<file path="src/rtl/fetch_stage_if.sv">
// fetch_stage_if
//   Bundles the fetch stage's control inputs, instruction-memory bus,
//   IF/ID register outputs and performance counters.
//   master : the fetch stage (drives imem_addr, id_*, perf_*)
//   slave  : the surrounding core / memory (drives stall, redirect,
//            redirect_target, imem_data)
interface fetch_stage_if;
  logic        stall;
  logic        redirect;
  logic [31:0] redirect_target;
  logic [31:0] imem_addr;
  logic [31:0] imem_data;
  logic        id_valid;
  logic [31:0] id_instr;
  logic [31:0] id_pc;
  logic [31:0] id_pc_plus8;
  logic [5:0]  id_opcode;
  logic [4:0]  id_rs1;
  logic [4:0]  id_rs2;
  logic [4:0]  id_rd;
  logic [15:0] id_immediate;
  logic [5:0]  id_function;
  logic [31:0] perf_fetched;
  logic [31:0] perf_stalls;
  logic [31:0] perf_flushes;

  modport master (
    input  stall, redirect, redirect_target, imem_data,
    output imem_addr, id_valid, id_instr, id_pc, id_pc_plus8,
           id_opcode, id_rs1, id_rs2, id_rd, id_immediate, id_function,
           perf_fetched, perf_stalls, perf_flushes
  );

  modport slave (
    output stall, redirect, redirect_target, imem_data,
    input  imem_addr, id_valid, id_instr, id_pc, id_pc_plus8,
           id_opcode, id_rs1, id_rs2, id_rd, id_immediate, id_function,
           perf_fetched, perf_stalls, perf_flushes
  );
endinterface

</file>
<file path="src/rtl/fetch_stage.sv">
// fetch_stage
//   IF stage and IF/ID pipeline register of the pipelined DLX core. Holds the
//   PC, drives the instruction-memory address and captures the fetched word,
//   its PC and the PC+8 link value. Honours stall and redirect (redirect wins).
// Ports
//   clk    : core clock, rising-edge
//   reset  : asynchronous, active-high
//   bus    : fetch_stage_if.master (control in, imem bus, IF/ID out, perf out)
// Parameters
//   RESET_PC  : PC loaded on reset
//   NOP_INSTR : instruction word held in IF/ID while it carries a bubble
// Configuration
//   FETCH_PERF_EN : when defined, builds the fetched/stall/flush counters;
//                   otherwise perf_* are tied to zero and no flops exist.
// Field slices use DLX big-endian numbering: DLX bit i is bit (31-i) here,
// so the opcode (DLX [0:5]) is instr[31:26].
module fetch_stage #(
  parameter logic [31:0] RESET_PC  = 32'h0000_0000,
  parameter logic [31:0] NOP_INSTR = 32'h0000_0000
) (
  input  logic         clk,
  input  logic         reset,
  fetch_stage_if.master bus
);

  logic [31:0] pc;
  logic [31:0] id_instr;
  logic [31:0] id_pc;
  logic [31:0] id_pc_plus8;
  logic        id_valid;

  // Wrapping 32-bit arithmetic is intended: FFFF_FFFC + 4 = 0.
  logic [31:0] pc_plus4;
  logic [31:0] pc_plus8;
  assign pc_plus4 = pc + 32'd4;
  assign pc_plus8 = pc + 32'd8;

  // PC and IF/ID register: redirect, then stall, then normal advance.
  always_ff @(posedge clk or posedge reset) begin
    if (reset) begin
      pc          <= RESET_PC;
      id_valid    <= 1'b0;
      id_instr    <= NOP_INSTR;
      id_pc       <= 32'h0000_0000;
      id_pc_plus8 <= 32'h0000_0000;
    end else if (bus.redirect) begin
      // Word alignment: the two low target bits are discarded.
      pc       <= bus.redirect_target & ~32'h0000_0003;
      id_valid <= 1'b0;
      id_instr <= NOP_INSTR;
    end else if (!bus.stall) begin
      pc          <= pc_plus4;
      id_instr    <= bus.imem_data;
      id_pc       <= pc;
      id_pc_plus8 <= pc_plus8;
      id_valid    <= 1'b1;
    end
  end

  assign bus.imem_addr    = pc;
  assign bus.id_valid     = id_valid;
  assign bus.id_instr     = id_instr;
  assign bus.id_pc        = id_pc;
  assign bus.id_pc_plus8  = id_pc_plus8;
  assign bus.id_opcode    = id_instr[31:26];
  assign bus.id_rs1       = id_instr[25:21];
  assign bus.id_rs2       = id_instr[20:16];
  assign bus.id_rd        = id_instr[15:11];
  assign bus.id_immediate = id_instr[15:0];
  assign bus.id_function  = id_instr[5:0];

`ifdef FETCH_PERF_EN
  logic [31:0] perf_fetched;
  logic [31:0] perf_stalls;
  logic [31:0] perf_flushes;

  // Event counters, one per edge path; all wrap at 2^32.
  always_ff @(posedge clk or posedge reset) begin
    if (reset) begin
      perf_fetched <= 32'h0000_0000;
      perf_stalls  <= 32'h0000_0000;
      perf_flushes <= 32'h0000_0000;
    end else if (bus.redirect) begin
      perf_flushes <= perf_flushes + 32'd1;
    end else if (bus.stall) begin
      perf_stalls  <= perf_stalls + 32'd1;
    end else begin
      perf_fetched <= perf_fetched + 32'd1;
    end
  end

  assign bus.perf_fetched = perf_fetched;
  assign bus.perf_stalls  = perf_stalls;
  assign bus.perf_flushes = perf_flushes;
`else
  assign bus.perf_fetched = 32'h0000_0000;
  assign bus.perf_stalls  = 32'h0000_0000;
  assign bus.perf_flushes = 32'h0000_0000;
`endif

endmodule

</file>
<file path="src/flat_wrapper.sv">
// flat-port wrapper written by rule: the top's interface ports become plain ports
module fetch_stage_flat 
#(
  parameter logic [31:0] RESET_PC  = 32'h0000_0000,
  parameter logic [31:0] NOP_INSTR = 32'h0000_0000
)
  (clk, reset, bus_stall, bus_redirect, bus_redirect_target, bus_imem_data, bus_imem_addr, bus_id_valid, bus_id_instr, bus_id_pc, bus_id_pc_plus8, bus_id_opcode, bus_id_rs1, bus_id_rs2, bus_id_rd, bus_id_immediate, bus_id_function, bus_perf_fetched, bus_perf_stalls, bus_perf_flushes);
  fetch_stage_if bus_i ();
  input  logic clk;
  input  logic reset;
  input wire logic [$bits(bus_i.stall)-1:0] bus_stall;
  input wire logic [$bits(bus_i.redirect)-1:0] bus_redirect;
  input wire logic [$bits(bus_i.redirect_target)-1:0] bus_redirect_target;
  input wire logic [$bits(bus_i.imem_data)-1:0] bus_imem_data;
  output wire logic [$bits(bus_i.imem_addr)-1:0] bus_imem_addr;
  output wire logic [$bits(bus_i.id_valid)-1:0] bus_id_valid;
  output wire logic [$bits(bus_i.id_instr)-1:0] bus_id_instr;
  output wire logic [$bits(bus_i.id_pc)-1:0] bus_id_pc;
  output wire logic [$bits(bus_i.id_pc_plus8)-1:0] bus_id_pc_plus8;
  output wire logic [$bits(bus_i.id_opcode)-1:0] bus_id_opcode;
  output wire logic [$bits(bus_i.id_rs1)-1:0] bus_id_rs1;
  output wire logic [$bits(bus_i.id_rs2)-1:0] bus_id_rs2;
  output wire logic [$bits(bus_i.id_rd)-1:0] bus_id_rd;
  output wire logic [$bits(bus_i.id_immediate)-1:0] bus_id_immediate;
  output wire logic [$bits(bus_i.id_function)-1:0] bus_id_function;
  output wire logic [$bits(bus_i.perf_fetched)-1:0] bus_perf_fetched;
  output wire logic [$bits(bus_i.perf_stalls)-1:0] bus_perf_stalls;
  output wire logic [$bits(bus_i.perf_flushes)-1:0] bus_perf_flushes;
  assign bus_i.stall = bus_stall;
  assign bus_i.redirect = bus_redirect;
  assign bus_i.redirect_target = bus_redirect_target;
  assign bus_i.imem_data = bus_imem_data;
  assign bus_imem_addr = bus_i.imem_addr;
  assign bus_id_valid = bus_i.id_valid;
  assign bus_id_instr = bus_i.id_instr;
  assign bus_id_pc = bus_i.id_pc;
  assign bus_id_pc_plus8 = bus_i.id_pc_plus8;
  assign bus_id_opcode = bus_i.id_opcode;
  assign bus_id_rs1 = bus_i.id_rs1;
  assign bus_id_rs2 = bus_i.id_rs2;
  assign bus_id_rd = bus_i.id_rd;
  assign bus_id_immediate = bus_i.id_immediate;
  assign bus_id_function = bus_i.id_function;
  assign bus_perf_fetched = bus_i.perf_fetched;
  assign bus_perf_stalls = bus_i.perf_stalls;
  assign bus_perf_flushes = bus_i.perf_flushes;
  fetch_stage #(.RESET_PC(RESET_PC), .NOP_INSTR(NOP_INSTR)) u_core (.clk(clk), .reset(reset), .bus(bus_i));
endmodule
</file>
<file path="config.mk">
export PLATFORM = sky130hd
export DESIGN_NAME = fetch_stage_flat
export DESIGN_NICKNAME = d
export VERILOG_FILES = /design/src/rtl/fetch_stage_if.sv /design/src/rtl/fetch_stage.sv /design/src/flat_wrapper.sv
export SDC_FILE = /design/constraint.sdc
export NUM_CORES = 1
export LEC_CHECK = 0
export ABC_AREA = 0
export CAP_MARGIN = 10
export CELL_PAD_IN_SITES_DETAIL_PLACEMENT = 0
export CELL_PAD_IN_SITES_GLOBAL_PLACEMENT = 1
export CORE_ASPECT_RATIO = 1.2
export CORE_UTILIZATION = 29
export DETAILED_ROUTE_END_ITERATION = 12
export GPL_TIMING_DRIVEN = 1
export PLACE_DENSITY_LB_ADDON = 0.08
export SETUP_SLACK_MARGIN = 0.05
export SLEW_MARGIN = 10
export SYNTH_ARGS = -nofsm -noshare
export SYNTH_HDL_FRONTEND = slang
export SYNTH_SLANG_ARGS = --single-unit
</file>
<file path="constraint.sdc">
create_clock -name clk -period 4.7 [get_ports clk]
set_input_delay 0.94 -clock clk [delete_from_list [all_inputs] [get_ports clk]]
set_output_delay 0.94 -clock clk [all_outputs]
set_load 0.005 [all_outputs]
</file>
## Yosys cells after proc, flatten, opt, wreduce, memory -nomap -nowiden

Cells that the tools add are included.

- Add/sub/neg operators: 2
- Multipliers: 0
- Div/mod/pow operators: 0
- $lt $le $gt $ge: 0
- Equality and inequality tests: 1
- Shift operators: 0
- Multiplexer cells: 6
- Bitwise operators: 2
- Reductions and logical operators: 1

Operators with widths:

| cell | number |
|---|---|
| 32-bit two-way mux | 4 |
| 32-bit by 3-bit adder with 32-bit output (second input constant) | 1 |
| 32-bit by 4-bit adder with 32-bit output (second input constant) | 1 |
| 1-bit two-way mux | 2 |
| 2-bit by 1-bit != test with 1-bit output (second input constant) | 1 |
| 1-bit inverter | 2 |
| 2-bit AND reduction | 1 |

- Flip-flop bits (word level): 129
- Bits in latches: 0
- Memory bits (writable): 0
- Bits in read-only memories: 0
- Bits of input ports: 68
- Output and inout port bits: 268
- Logic and storage cells: 17
- Memories: 0

## Logic depth before layout (Yosys ltp)

Gate-level depths: netlist of the first run.

- Depth after elaboration: 3
- Depth in mapped cells: 8
- Gate-level depth less buffers: 5

## Worst setup path before layout of the first run

OpenSTA, ideal clock, no wires.

- Kind: in2reg
- Start: input port bus_stall
- End: register u_core.pc[31], in the netlist u_core.bus.imem_addr[31]
- Library setup time: 82 ps
- Data arrival time: 2262 ps
- Data required time: 4618 ps
- Slack: 2356 ps
- Stages on the path: 5
- Path buffers: 1
- Cell sequence: nand4b_1 or4_1 clkbuf_1 or4_1 a31oi_1

- Word-level cells in the longest chain between the ends: 1

Ends and longest elaborated chain:

| item | RTL line | text |
|---|---|---|
| start, declared | flat_wrapper.sv:11 | `input wire logic [$bits(bus_i.stall)-1:0] bus_stall;` |
| 2-bit by 1-bit != test with 1-bit output (no line) | n/a |  |
| end signal, assigned | fetch_stage.sv:48 | `pc <= bus.redirect_target & ~32'h0000_0003;` |
| end signal, assigned | fetch_stage.sv:52 | `pc <= pc_plus4;` |
| end, declared | fetch_stage.sv:26 | `logic [31:0] pc;` |

No other way between the ends.
A chain may end at the register's enable or synchronous reset.

## Worst setup path after layout of the first run

- Start: register u_core.pc[3], in the netlist u_core.bus.imem_addr[3]
- End: register u_core.id_pc_plus8[19], in the netlist u_core.bus.id_pc_plus8[19]

- Word-level cells in the longest chain between the ends: 1

Ends and longest elaborated chain:

| item | RTL line | text |
|---|---|---|
| 32-bit by 4-bit adder with 32-bit output | fetch_stage.sv:36 | `assign pc_plus8 = pc + 32'd8;` |
| end signal, assigned | fetch_stage.sv:55 | `id_pc_plus8 <= pc_plus8;` |
| end, declared | fetch_stage.sv:29 | `logic [31:0] id_pc_plus8;` |

No other way between the ends.

==> metrics.cfg, run 1 <==
[outcome]
status=completed

[global_routing]
grt_use_met3_pct=4.05
gr-usage-met2_pct=27.7
grt_use_total_pct=16.7
grt_pass1_vias=5267
grt_max_degree=81
grt_overflow=0
antenna_found_initial=0
top_usage_layer=met2
grtUsageMet1_pct=21.0
grt_pass1_wl_um=30700

[placed_design]
portBuffers=231
place.gp.congestion=0.787
hpwlAfterDp_um=14300
dpl.cell_count=1216
placed_area_sq_mm=0.00865

[layout]
final_cell_mix=229 x clkdlybuf4s50_1, 135 x nand2_1, 122 x dfrtp_1
final_common_cell=clkdlybuf4s50_1
postLayoutCellArea_sq_mm=0.00922
drive_above_1_share_pct=5.26
fillers=2356
fin_cells=1247
fin_nets=990
syn_to_final_growth_pct=35.0
antenna_cells=0

[sta]
fmax_ghz=0.359
slew_headroom_pct=18.7
slew_violations=0
fin_crit_sh_pct=59.3
tightest_slew_ps=1210
min_period_ps=2790
hold_viol=0
grt_setup_unrepaired=no
tns_ps=0
finalSetupViolCount=0
fin_worst_skew_ps=9.56

[worst_setup_path]
r2r-end=u_core.bus.id_pc_plus8[19]
rr_startpoint=u_core.bus.imem_addr[3]
crit_path_frequent_cell=or4_1
path_buf_inv=0
crit_slowest_cell=or4_1
path_depth=5
rrSetupSlack_ps=1910
crit_fanout=25
critical_path.top_delay_family=simple AND/OR/NAND/NOR gates
crit_chain=ha_1 -> nand3_4 -> or4_1 -> or4_1 -> a31oi_1
crit_path_end_kind=flip-flop
crit_type=flip-flop to flip-flop
crit_start=u_core.bus.imem_addr[3]
crit_path_start_kind=flip-flop
arrival_ps=3120
crit_end=u_core.bus.id_pc_plus8[19]
worstPathRequired_ps=5030
rr_worst_depth=5
slowest_delay_ps=950

[floorplanning]
core_area_sq_mm=0.0231
placementRows=61
fp.dieH_um=170
io_pins=336
die_area_sq_mm=0.0242
initial_utilization_pct=29.5
die_x_um=142

[cts]
cts_hold_buf=0
htreeDepth=4
numCtsBuffers=17
clk_pin_slew_worst_paths_ps=60
clock_latency_ps=410
cts_resized=0
post_cts_buffers=0
cts.sinks=122
cts_root_buf=clkbuf_16
cts_tree=done
cts_max_path_buffers=2

[yosys]
ys_seq_elements=122
synth_edf_count=0
synth_area_sq_mm=0.00683
synth_cell_types=45
ys_warn_count=0
synth_area_per_cell_sq_um=9.01
synthCells=758
synth-async-reset-ratio_pct=100
yosys_most_used_dff=dfrtp_1
synth_seq_area_share_pct=44.7

[power_and_ir_drop]
leakage_nw=3.99
ir_worst_vdd_uv=196
cellPowerDensity_mw_per_mm2=347

[detailed_routing]
vias=5515
postRouteAntennaNets=0
wl_per_cell_um=16.0
drt_pass1_iterations=4
vias_per_cell=4.42
routed_wl_um=19900
first_iter_violations=257
drc=0

[min_path]
min_path_cells=2
hp-class=flip-flop to flip-flop

[job]
drv_cap=0

power by group:
part / leakage, nW / internal [W] / total (W) / switching (W)
combinational: 2.21 / 0.000367 / 0.000628 / 0.000261
sequential: 1.51 / 0.00117 / 0.00129 / 0.000122
clock: 0.267 / 0.000787 / 0.00129 / 0.000499
flip-flops by register name, indices dropped and copies added (netlist names):
signal	count
u_core.bus.id_pc	29
u_core.bus.id_instr	32
u_core.bus.imem_addr	30
u_core.bus.id_valid	1
u_core.bus.id_pc_plus8	30
synth_stat cells (2+ instances only):
master | count | area share (%)
o31ai_1 | 9 | 0.99
xnor2_1 | 20 | 2.6
clkbuf_1 | 29 | 1.6
or3_1 | 11 | 1.0
nor2b_1 | 2 | 0.18
xor2_1 | 7 | 0.90
o211ai_1 | 2 | 0.22
a31o_2 | 2 | 0.26
clkbuf_2 | 4 | 0.29
buf_6 | 2 | 0.33
nand4b_1 | 3 | 0.38
o21ai_0 | 39 | 2.9
ha_1 | 2 | 0.37
nor3_1 | 8 | 0.59
buf_2 | 6 | 0.44
nor4_1 | 5 | 0.46
inv_1 | 6 | 0.33
or2_2 | 2 | 0.18
a31oi_1 | 19 | 1.7
dfrtp_1 | 122 | 45
mux2i_1 | 33 | 4.8
nand4_1 | 16 | 1.5
nand3_1 | 18 | 1.3
buf_4 | 148 | 16
or4_1 | 13 | 1.4
nor2_1 | 63 | 3.5
nand2_1 | 135 | 7.4
a211o_1 | 5 | 0.64
and3_1 | 3 | 0.27
buf_1 | 7 | 0.38
and4_1 | 3 | 0.38
tightest hold or removal path: stages, from the launching register on:
cell and delay (ps):
dfrtp_1 340, nand2_1 50, nand2_1 50
per-stage QoR:
step                      hold WS [ps]  setup WS (ps)  utilization [%]  total power (W)
after floorplan                    470            517                -          0.00161
after global placement             460           1680             37.4          0.00194
after detailed placement           464           1670             37.4          0.00195
after CTS                          479           1900             39.9          0.00326
after global routing               503           1650             39.9          0.00338
final                              471           1910             39.9          0.00320
cells by family after synthesis:
| family | Yosys count | synth area share (%) |
|---|---|---|
| AND/OR/NAND/NOR | 289 | 19.6 |
| buffers and inverters | 202 | 19.6 |
| flip-flops | 122 | 44.7 |
| AO/OA/AOI/OAI | 82 | 7.34 |
| multiplexers | 33 | 4.83 |
| XOR/XNOR | 27 | 3.46 |
| adder cells (fa/ha/maj) | 2 | 0.366 |
| other | 1 | 0.0549 |
routing by layer:
metal  vias up  part of all wire (%)
li1       2619                     -
met1      2644                    44
met2       237                    48
met3        15                   6.7
met4         0                   1.3
met5         -                     0
how the worst min path moves through the flow:
stage / from / end / slack [ps]
2_1_floorplan: u_core.bus.id_pc_plus8[4] / u_core.bus.id_pc_plus8[4] / 470
3_3_place_gp: u_core.bus.id_pc[29] / u_core.bus.id_pc[29] / 460
3_5_place_dp: u_core.bus.id_pc[6] / u_core.bus.id_pc[6] / 460
4_1_cts: u_core.bus.id_pc[6] / u_core.bus.id_pc[6] / 480
5_1_grt: u_core.bus.id_pc[9] / u_core.bus.id_pc[9] / 500
6_report: u_core.bus.id_pc[27] / u_core.bus.id_pc[27] / 470
final cells by class:
type / count / area (sq um) / share of cell area [%]
sequential: 122 / 3050 / 33.1
tap: 315 / 394 / 4.27
inverter: 6 / 27.5 / 0.298
clock buffer: 19 / 443 / 4.80
timing repair buffer: 238 / 2350 / 25.5
clock inverter: 12 / 126 / 1.37
multi-input combinational: 535 / 2830 / 30.6
No activity file was read; power rests on OpenSTA's default activity.
==> inputs of run 2 (changes only) <==
--- a/config.mk
+++ b/config.mk
@@ -10,7 +10,7 @@
 export CELL_PAD_IN_SITES_DETAIL_PLACEMENT = 0
 export CELL_PAD_IN_SITES_GLOBAL_PLACEMENT = 1
 export CORE_ASPECT_RATIO = 1.2
-export CORE_UTILIZATION = 29
+export CORE_UTILIZATION = 26
 export DETAILED_ROUTE_END_ITERATION = 12
 export GPL_TIMING_DRIVEN = 1
 export PLACE_DENSITY_LB_ADDON = 0.08
==> constraint.sdc (replaced) <==
create_clock -name clk -period 2.42 [get_ports clk]
set_input_delay 0.484 -clock clk [delete_from_list [all_inputs] [get_ports clk]]
set_output_delay 0.484 -clock clk [all_outputs]
set_load 0.005 [all_outputs]
==> run 2 against run 1 <==
First-iteration DRC count is 6.6% lower. Flip-flop and latch count stayed put. Combinational power is 120% higher. Critical endpoint is now u_core.bus.imem_addr[19].
==> metrics.cfg, run 2 (synthesis results as in run 1) <==
[cts]
cts_tree=done
htreeDepth=4  ; unchanged
clock_latency_ps=420  ; about the same
clk_pin_slew_worst_paths_ps=60  ; about the same
post_cts_buffers=0  ; unchanged
cts_root_buf=clkbuf_16
cts.sinks=122  ; unchanged
cts_max_path_buffers=2  ; unchanged
numCtsBuffers=17  ; unchanged

[job]
drv_cap=0  ; unchanged

[floorplanning]
core_area_sq_mm=0.0256  ; +11%
placementRows=64  ; +4.9%
die_area_sq_mm=0.0269  ; +11%
fp.dieH_um=180  ; +5.5%
die_x_um=150  ; +5.5%
initial_utilization_pct=26.7  ; -2.9 points
io_pins=336  ; unchanged

[layout]
final_common_cell=clkdlybuf4s50_1
fin_nets=1026  ; +3.6%
largest_register_ffs=32  ; unchanged
regMostFlops=u_core.bus.id_instr
syn_to_final_growth_pct=40.8
fin_cells=1299  ; +4.2%
final_cell_mix=229 x clkdlybuf4s50_1, 135 x nand2_1, 122 x dfrtp_1
drive_above_1_share_pct=8.77  ; +3.5 points
antenna_cells=0  ; unchanged

[global_routing]
grt_pass1_vias=5240  ; -0.51%
grt_max_degree=72  ; -11%
antenna_found_initial=0  ; unchanged
grt_pass1_wl_um=31900  ; +3.8%
grt_overflow=0  ; unchanged
grt_use_total_pct=15.7  ; -0.96 points

[detailed_routing]
wl_met1_um=9360  ; +7.9%
drt_pass1_iterations=4  ; unchanged
drc=0  ; unchanged
wl_per_cell_um=16.2  ; +1.3%
routed_wl_um=21000  ; +5.5%
first_iter_violations=240  ; -6.6%
routed-wl-met3_um=1260  ; -5.5%
wl_met2_um=10200  ; +5.6%
postRouteAntennaNets=0  ; unchanged
top_layer=met4
vias_per_cell=4.26  ; -3.6%
vias=5539  ; +0.44%

[worst_setup_path]
crit_path_start_kind=flip-flop
arrival_ps=2570  ; -550 ps
worstPathRequired_ps=2750  ; -2280 ps
crit_type=flip-flop to flip-flop
crit_path_end_kind=flip-flop
crit_chain=ha_4 -> nand3_4 -> or4_1 -> buf_6 -> or4_1 -> a31oi_1
rrSetupSlack_ps=180  ; -1730 ps
crit_fanout=25  ; unchanged
crit_path_frequent_cell=or4_1
crit_slowest_cell=or4_1
slowest_delay_ps=560  ; -390 ps

[sta]
slew_violations=0  ; unchanged
fin_worst_skew_ps=9.90  ; +0.343 ps
tns_ps=0  ; unchanged
fmax_ghz=0.447  ; +25%
slew_headroom_pct=54.3  ; +36 points
grt_setup_unrepaired=no
holdWs_ps=473  ; +1.75 ps
finalSetupViolCount=0  ; unchanged
fin_crit_sh_pct=92.5  ; +33 points
tightest_slew_ps=680  ; -529 ps
min_period_ps=2240  ; -549 ps
hold_viol=0  ; unchanged

[min_path]
hp-class=flip-flop to flip-flop

[power_and_ir_drop]
power_w=0.00650  ; +100%
leakage_nw=4.20  ; +5.3%
ir_worst_vdd_uv=377  ; +92%
cellPowerDensity_mw_per_mm2=676  ; +95%

[outcome]
status=completed

[placed_design]
hpwlAfterDp_um=15300  ; +6.4%
portBuffers=231  ; unchanged
dpl.cell_count=1267  ; +4.2%
place.gp.congestion=0.756  ; -3.9%

-- run 2: cell type report --
type                            count  area, sq um
Fill cell                        2679        16000
Inverter                            6         26.3
Clock inverter                     12          173
Sequential cell                   122         3050
Timing Repair Buffer              274         2680
Clock buffer                       20          437
Multi-Input combinational cell    535         2840
Tap cell                          330          413
-- run 2: final timing paths --
| path | start | endpoint | cells past startpoint |
|---|---|---|---|
| setup reg to reg | u_core.bus.imem_addr[3] | u_core.bus.imem_addr[19] | 6 |
| max in group asynchronous | reset | u_core.bus.id_instr[26] | 3 |
| hold reg to reg | u_core.bus.id_pc[25] | u_core.bus.id_pc[25] | 2 |
| min in group asynchronous | reset | u_core.bus.id_pc_plus8[23] | 3 |
| setup / recovery | u_core.bus.imem_addr[3] | u_core.bus.imem_addr[19] | 6 |
| hold / removal | u_core.bus.id_pc[25] | u_core.bus.id_pc[25] | 2 |
-- run 2: repair_timing --
item                                    4_1_cts  5_1_grt
resized for setup                             0        3
endpoints found under the setup margin        0        8
hold buffers                                  0        0
-- run 2: metrics by stage --
| step | setup slack [ps] | utilization, % | instance area, sq um |
|---|---|---|---|
| floorplan | 163 | - | 7220 |
| global placement | 109 | 35.1 | 8990 |
| detailed placement | 105 | 35.1 | 8990 |
| CTS | 64.8 | 37.5 | 9600 |
| global route | 64.6 | 37.5 | 9620 |
| finish | 180 | 37.5 | 9620 |
-- run 2: layer usage --
metal	global-route usage (%)	vias up
li1	-	2701
met1	19.9	2598
met2	26.2	226
met3	4.01	14
met4	4.24	0
met5	0	-
-- run 2: report_power, final --
group | switching [W] | internal [W]
Sequential | 0.000177 | 0.00227
Combinational | 0.000579 | 0.000777
Clock | 0.000977 | 0.00172
Total | 0.00173 | 0.00477
-- run 2: critical path, delay by kind of cell, from the launching register on --
family | cells | cell delay (ps)
AO/OA/AOI/OAI | 1 | 190
adder cells (fa/ha/maj) | 1 | 180
flip-flops | 1 | 390
AND/OR/NAND/NOR | 3 | 1190
buffers and inverters | 1 | 190
==> inputs of run 3 (changes only) <==
--- a/config.mk
+++ b/config.mk
@@ -6,7 +6,6 @@
 export NUM_CORES = 1
 export LEC_CHECK = 0
 export ABC_AREA = 0
-export CAP_MARGIN = 10
 export CELL_PAD_IN_SITES_DETAIL_PLACEMENT = 0
 export CELL_PAD_IN_SITES_GLOBAL_PLACEMENT = 1
 export CORE_ASPECT_RATIO = 1.2
==> results of run 3 <==
The final DEF is identical to that of run 2; final timing and power are the same.
